[src/rtl/sme_and_sched.sv]
// Shares one masked DOM-AND gadget between two requesters with round-robin arbitration,
// buffering fresh PRNG words so each gadget operation gets a full set of unused randomness.
module sme_and_sched #(
  parameter int D          = 3,
  parameter int XLEN       = 32,
  parameter int GADGET_LAT = 1,
  parameter int RNG_WORDS  = D*(D-1)/2
) (
  input  logic                      g_clk,
  input  logic                      g_reset,
  input  logic [1:0]                req_valid,
  output logic [1:0]                req_ready,
  input  logic [D*XLEN-1:0]         req0_rs1,
  input  logic [D*XLEN-1:0]         req0_rs2,
  input  logic [D*XLEN-1:0]         req1_rs1,
  input  logic [D*XLEN-1:0]         req1_rs2,
  output logic [1:0]                rsp_valid,
  input  logic [1:0]                rsp_ready,
  output logic [D*XLEN-1:0]         rsp_rd,
  input  logic                      rng_valid,
  output logic                      rng_ready,
  input  logic [XLEN-1:0]           rng_data,
  output logic [D*XLEN-1:0]         gad_rs1,
  output logic [D*XLEN-1:0]         gad_rs2,
  output logic [RNG_WORDS*XLEN-1:0] gad_rng,
  input  logic [D*XLEN-1:0]         gad_rd
);

  localparam int CW  = $clog2(RNG_WORDS + 1);
  localparam int WCW = $clog2(GADGET_LAT + 2) + 1;

  typedef enum logic [1:0] {IDLE, WAIT, RESP} state_t;

  state_t            state;
  state_t            state_nxt;
  logic [CW-1:0]     rng_count;
  logic [XLEN-1:0]   rng_buf [RNG_WORDS];
  logic              last_grant;
  logic              owner;
  logic [WCW-1:0]    wait_cnt;
  logic [D*XLEN-1:0] op_rs1;
  logic [D*XLEN-1:0] op_rs2;
  logic [D*XLEN-1:0] rd_q;
  logic [1:0]        grant_vec;
  logic              rng_full;

  assign rng_full = (rng_count == CW'(RNG_WORDS));

  // Arbitration and next-state; a grant needs a full randomness buffer
  always_comb begin
    state_nxt = state;
    grant_vec = 2'b00;
    if (state == IDLE && rng_full) begin
      if (req_valid == 2'b11) grant_vec = last_grant ? 2'b01 : 2'b10;
      else                    grant_vec = req_valid;
    end
    case (state)
      IDLE:    if (grant_vec != 2'b00) state_nxt = WAIT;
      WAIT:    if (wait_cnt == '0) state_nxt = RESP;
      RESP:    if (rsp_ready[owner]) state_nxt = IDLE;
      default: state_nxt = IDLE;
    endcase
  end

  assign req_ready = grant_vec;
  assign rng_ready = !g_reset && (state != WAIT) && !rng_full;
  assign rsp_valid = (state == RESP) ? (owner ? 2'b10 : 2'b01) : 2'b00;
  assign rsp_rd    = rd_q;
  assign gad_rs1   = op_rs1;
  assign gad_rs2   = op_rs2;

  for (genvar k = 0; k < RNG_WORDS; k++) begin : g_rng
    assign gad_rng[k*XLEN +: XLEN] = rng_buf[k];
  end

  // The wait counter runs down to zero so the response appears GADGET_LAT+2 edges after the grant
  always_ff @(posedge g_clk or posedge g_reset) begin
    if (g_reset) begin
      state      <= IDLE;
      rng_count  <= '0;
      last_grant <= 1'b1;
      owner      <= 1'b0;
      wait_cnt   <= '0;
      op_rs1     <= '0;
      op_rs2     <= '0;
      rd_q       <= '0;
      for (int k = 0; k < RNG_WORDS; k++) rng_buf[k] <= '0;
    end else begin
      state <= state_nxt;
      if (rng_valid && rng_ready) begin
        for (int k = 0; k < RNG_WORDS; k++)
          if (CW'(k) == rng_count) rng_buf[k] <= rng_data;
        rng_count <= rng_count + 1'b1;
      end
      case (state)
        IDLE: begin
          if (grant_vec != 2'b00) begin
            op_rs1     <= grant_vec[1] ? req1_rs1 : req0_rs1;
            op_rs2     <= grant_vec[1] ? req1_rs2 : req0_rs2;
            owner      <= grant_vec[1];
            last_grant <= grant_vec[1];
            wait_cnt   <= WCW'(GADGET_LAT + 1);
          end
        end
        WAIT: begin
          if (wait_cnt == '0) begin
            rd_q      <= gad_rd;
            rng_count <= '0;
          end else begin
            wait_cnt <= wait_cnt - 1'b1;
          end
        end
        default: ;
      endcase
    end
  end

endmodule

[config.mk]
export PLATFORM = sky130hd
export DESIGN_NAME = sme_and_sched
export DESIGN_NICKNAME = d
export VERILOG_FILES = /design/src/rtl/sme_and_sched.sv
export SDC_FILE = /design/constraint.sdc
export NUM_CORES = 1
export LEC_CHECK = 0
export ABC_AREA = 1
export BUFFER_PORTS_ARGS = -buffer_cell sky130_fd_sc_hd__buf_4
export CAP_MARGIN = 25
export CORE_AREA = 2 2 349 351
export CTS_BUF_LIST = sky130_fd_sc_hd__clkbuf_8
export DETAILED_ROUTE_END_ITERATION = 12
export DIE_AREA = 0 0 351 353
export GPL_TIMING_DRIVEN = 0
export PLACE_DENSITY = 0.31
export SYNTH_ARGS = -nofsm -noshare
export SYNTH_HDL_FRONTEND = slang
export SYNTH_SLANG_ARGS = --single-unit
[constraint.sdc]
create_clock -name g_clk -period 28.6 [get_ports g_clk]
set_input_delay 2.86 -clock g_clk [delete_from_list [all_inputs] [get_ports g_clk]]
set_output_delay 2.86 -clock g_clk [all_outputs]
set_load 0.005 [all_outputs]
==> results.md <==
- Root buffer cell: clkbuf_8
- CTS Hold Bufs: 0
- Mux contribution to synthesized area: 0
- Status: completed
- Startpoint Class: input port
- Final worst-path setup slack: 21,780 ps
- Row cnt: 128
- Non-Filler Instances: 5,030
- Drt drc: 0
- # IOs: 908
- Final Cycle Share: 0.239
- Core area: 121,000 sq um
- CTS sink cnt: 393
- Post-Synth Simple-Gate Area: 0.366
- Crit path depth: 6
- Netlist cell types: 19
- RR Startpoint: rng_count[0]
- Crit Path Class: input port to primary output
- Global-route wire length before repair: 140 mm
- Worst setup path end: req_ready[1]
- Worst-Skew Late Latency: 700 ps
- CP top delay family: buffers and inverters
- R2R setup slack: 26,080 ps
- Synth Cell Area: 17,600 sq um
- Initial Util: 0.146
- Worst-path fanout max: 10
- Skew final: 20.9 ps
- Clock buffer depth: 3
- Nets@finish: 3,864
- Fmax: 147 MHz
- R2R depth: 9
- Final hold vios: 0
- FF+latch count, synth: 393
- LEAKAGE: 15.7 nW
- Main combinational cell family by area after synthesis: simple AND/OR/NAND/NOR gates
- Die Span Y: 353 microns
- Max H-tree Level: 3
- Clock period minus worst slack: 6820 ps
- Synth warnings: 0
- Pins Over Slew Limit: 0
- Most common cell after layout, fill and taps aside: nand2_1
- CP Capture Type: primary output
- CP Launch Point: req_valid[0]
- Worst Hold Class: flip-flop to flip-flop
- Clock edge transition at the registers on the reported setup and hold paths: 40 ps
- Wire per inst: 19.8 microns
- Slowest cell delay on critical path: 350 ps
- DRT Wirelength: 99.4 mm
- GRT overflow: 0
- Pre-antenna DRT Iters: 5
- Power per cell area: 104 nW/um^2
- Vias/cell: 3.70
- Gr usage total: 0.155
- FF-to-FF End: gad_rs2[17]
- Commonest non-fill, non-tap cells in the layout: nand2_1 (1,555), buf_4 (917), dfrtp_1 (392), nand3_1 (102)
- Vias in the first global route: 19,500
- CTS Buf Count: 86
- Worst path arrival time: 3960 ps
- CTS tree: built
- GP Congestion: 0.798
- Adder-cell share of the synthesized area: 0.00426
- Final setup fails: 0
- Required time worst endpoint: 25,740 ps
- Worst rel slew slack: 0.387
- Cells after synthesis: 2,337
- Synth Net Count: 2,862
- Area Growth Syn to Fin: 60.7%
- Post-placement setup slack: 21,690 ps
- DIE WIDTH: 351 microns
- Power Total: 0.00294 W
- Number of port buffers: 907
- Slowest cell on the critical path: buf_2
- Post-cts sizing count: 0
- Synth Area in Compound Gates: 0.0293
- Die area: 124,000 sq um
- Placed Cells: 4,876
- Post-synthesis sequential area ratio: 0.558
- DP HPWL: 78.3 mm
- Largest net degree at the start of global routing: 108
- Share of cells above drive strength 1: 0.331
- Worst-path cell chain: buf_4 -> nand2_1 -> nand2_1 -> nor2_4 -> buf_2 -> buf_4
- Maxcap violations: 0
- VDD IR max: 0.0377 mV
- Post-Synth XOR/XNOR Area: 0.000497
- Detail Route Antenna Nets: 0
- DR vias: 18,600
- Unrepaired setup endpoints after global routing: false
- Setup TNS: 0 ps
- CP Buf/Inv Count: 3
- Starting DRT DRC Count: 904
- Synthesized area per cell: 7.54 sq um
- Slew @ Worst Pin: 920 ps
- Initial antenna violation count: 19
- # Post-CTS Setup Buffers: 0
==> sequential cells by signal, summed over array words and instances (netlist names) <==
signal	cells
gad_rng	96
gad_rs1	96
gad_rs2	96
last_grant	1
owner	1
rng_count	2
rsp_rd	96
state	2
wait_cnt	3
==> worst register-to-register path, cell delays in order (launching register included) <==
cell and delay (ps):
dfrtp_1 370, ha_1 290, nand2_2 140, nor2_4 250
buf_2 470, buf_2 410, nand2_1 100, nand2_1 230
nand2_1 110, nand2_1 70
==> logic make-up after synthesis <==
| group | after synthesis |
|---|---|
| compound gates | 103 |
| xor+xnor | 1 |
| fa+ha+maj | 6 |
| buf+inv | 160 |
| flops | 393 |
| simple gates | 1674 |
==> metrics by stage <==
step | util | hold slack [ps] | instance area (sq um)
2_1_floorplan | - | 465 | 17600
5_1_grt | 0.235 | 488 | 28300
3_5_place_dp | 0.221 | 460 | 26600
6_report | 0.235 | 467 | 28300
4_1_cts | 0.235 | 471 | 28300
3_3_place_gp | 0.219 | 456 | 26500
==> cell type report <==
type	instances	area [sq um]
flip-flops and latches	393	9840
repair buffers	914	6990
inverters	17	71.3
clock inverters	43	258
clock buffers	101	1390
plain buffers	143	674
fillers	13700	92300
diodes	10	25.0
multi-input cells	1784	7040
well taps	1625	2030
==> synth_stat cells <==
| cell | instances | area share |
|---|---|---|
| nand2_1 | 1555 | 0.33 |
| dfrtp_1 | 392 | 0.56 |
| nand3_1 | 102 | 0.029 |
| o21ai_0 | 101 | 0.029 |
| buf_2 | 80 | 0.023 |
| clkbuf_1 | 42 | 0.0090 |
| inv_1 | 15 | 0.0032 |
| buf_1 | 11 | 0.0023 |
| nor2_1 | 11 | 0.0023 |
| buf_4 | 10 | 0.0043 |
| ha_1 | 6 | 0.0043 |
| nor2_4 | 3 | 0.0019 |
| a21oi_1 | 2 | 0.00057 |
| inv_2 | 2 | 0.00043 |
| dfstp_2 | 1 | 0.0015 |
| nand2_2 | 1 | 0.00036 |
| nand4_1 | 1 | 0.00036 |
| nor3_1 | 1 | 0.00028 |
| xnor2_1 | 1 | 0.00050 |
==> layer usage <==
metal  global-route usage  vias to the layer above  routed length [microns]
met2                0.265                      646                    48300
li1                     -                     9203                        -
met1                0.178                     8635                    39200
met3               0.0564                      135                     9110
met4               0.0529                        8                     2630
met5                    0                        -                       53
==> where the power goes <==
group          internal, W  switching (W)
Sequential        0.000830       0.000153
Clock             0.000336       0.000286
Combinational     0.000574       0.000762
Total              0.00174        0.00120
==> worst min path at each step <==
stage | start | endpoint | cells after the start | slack (ps)
final | rsp_rd[64] | rsp_rd[64] | 2 | 470
after floorplan | rsp_rd[0] | rsp_rd[0] | 2 | 470
after detailed placement | rsp_rd[74] | rsp_rd[74] | 2 | 460
after CTS | rsp_rd[64] | rsp_rd[64] | 2 | 470
after global routing | rsp_rd[60] | rsp_rd[60] | 2 | 490
after global placement | rsp_rd[88] | rsp_rd[88] | 2 | 460
(Power assumes the default switching activity.)
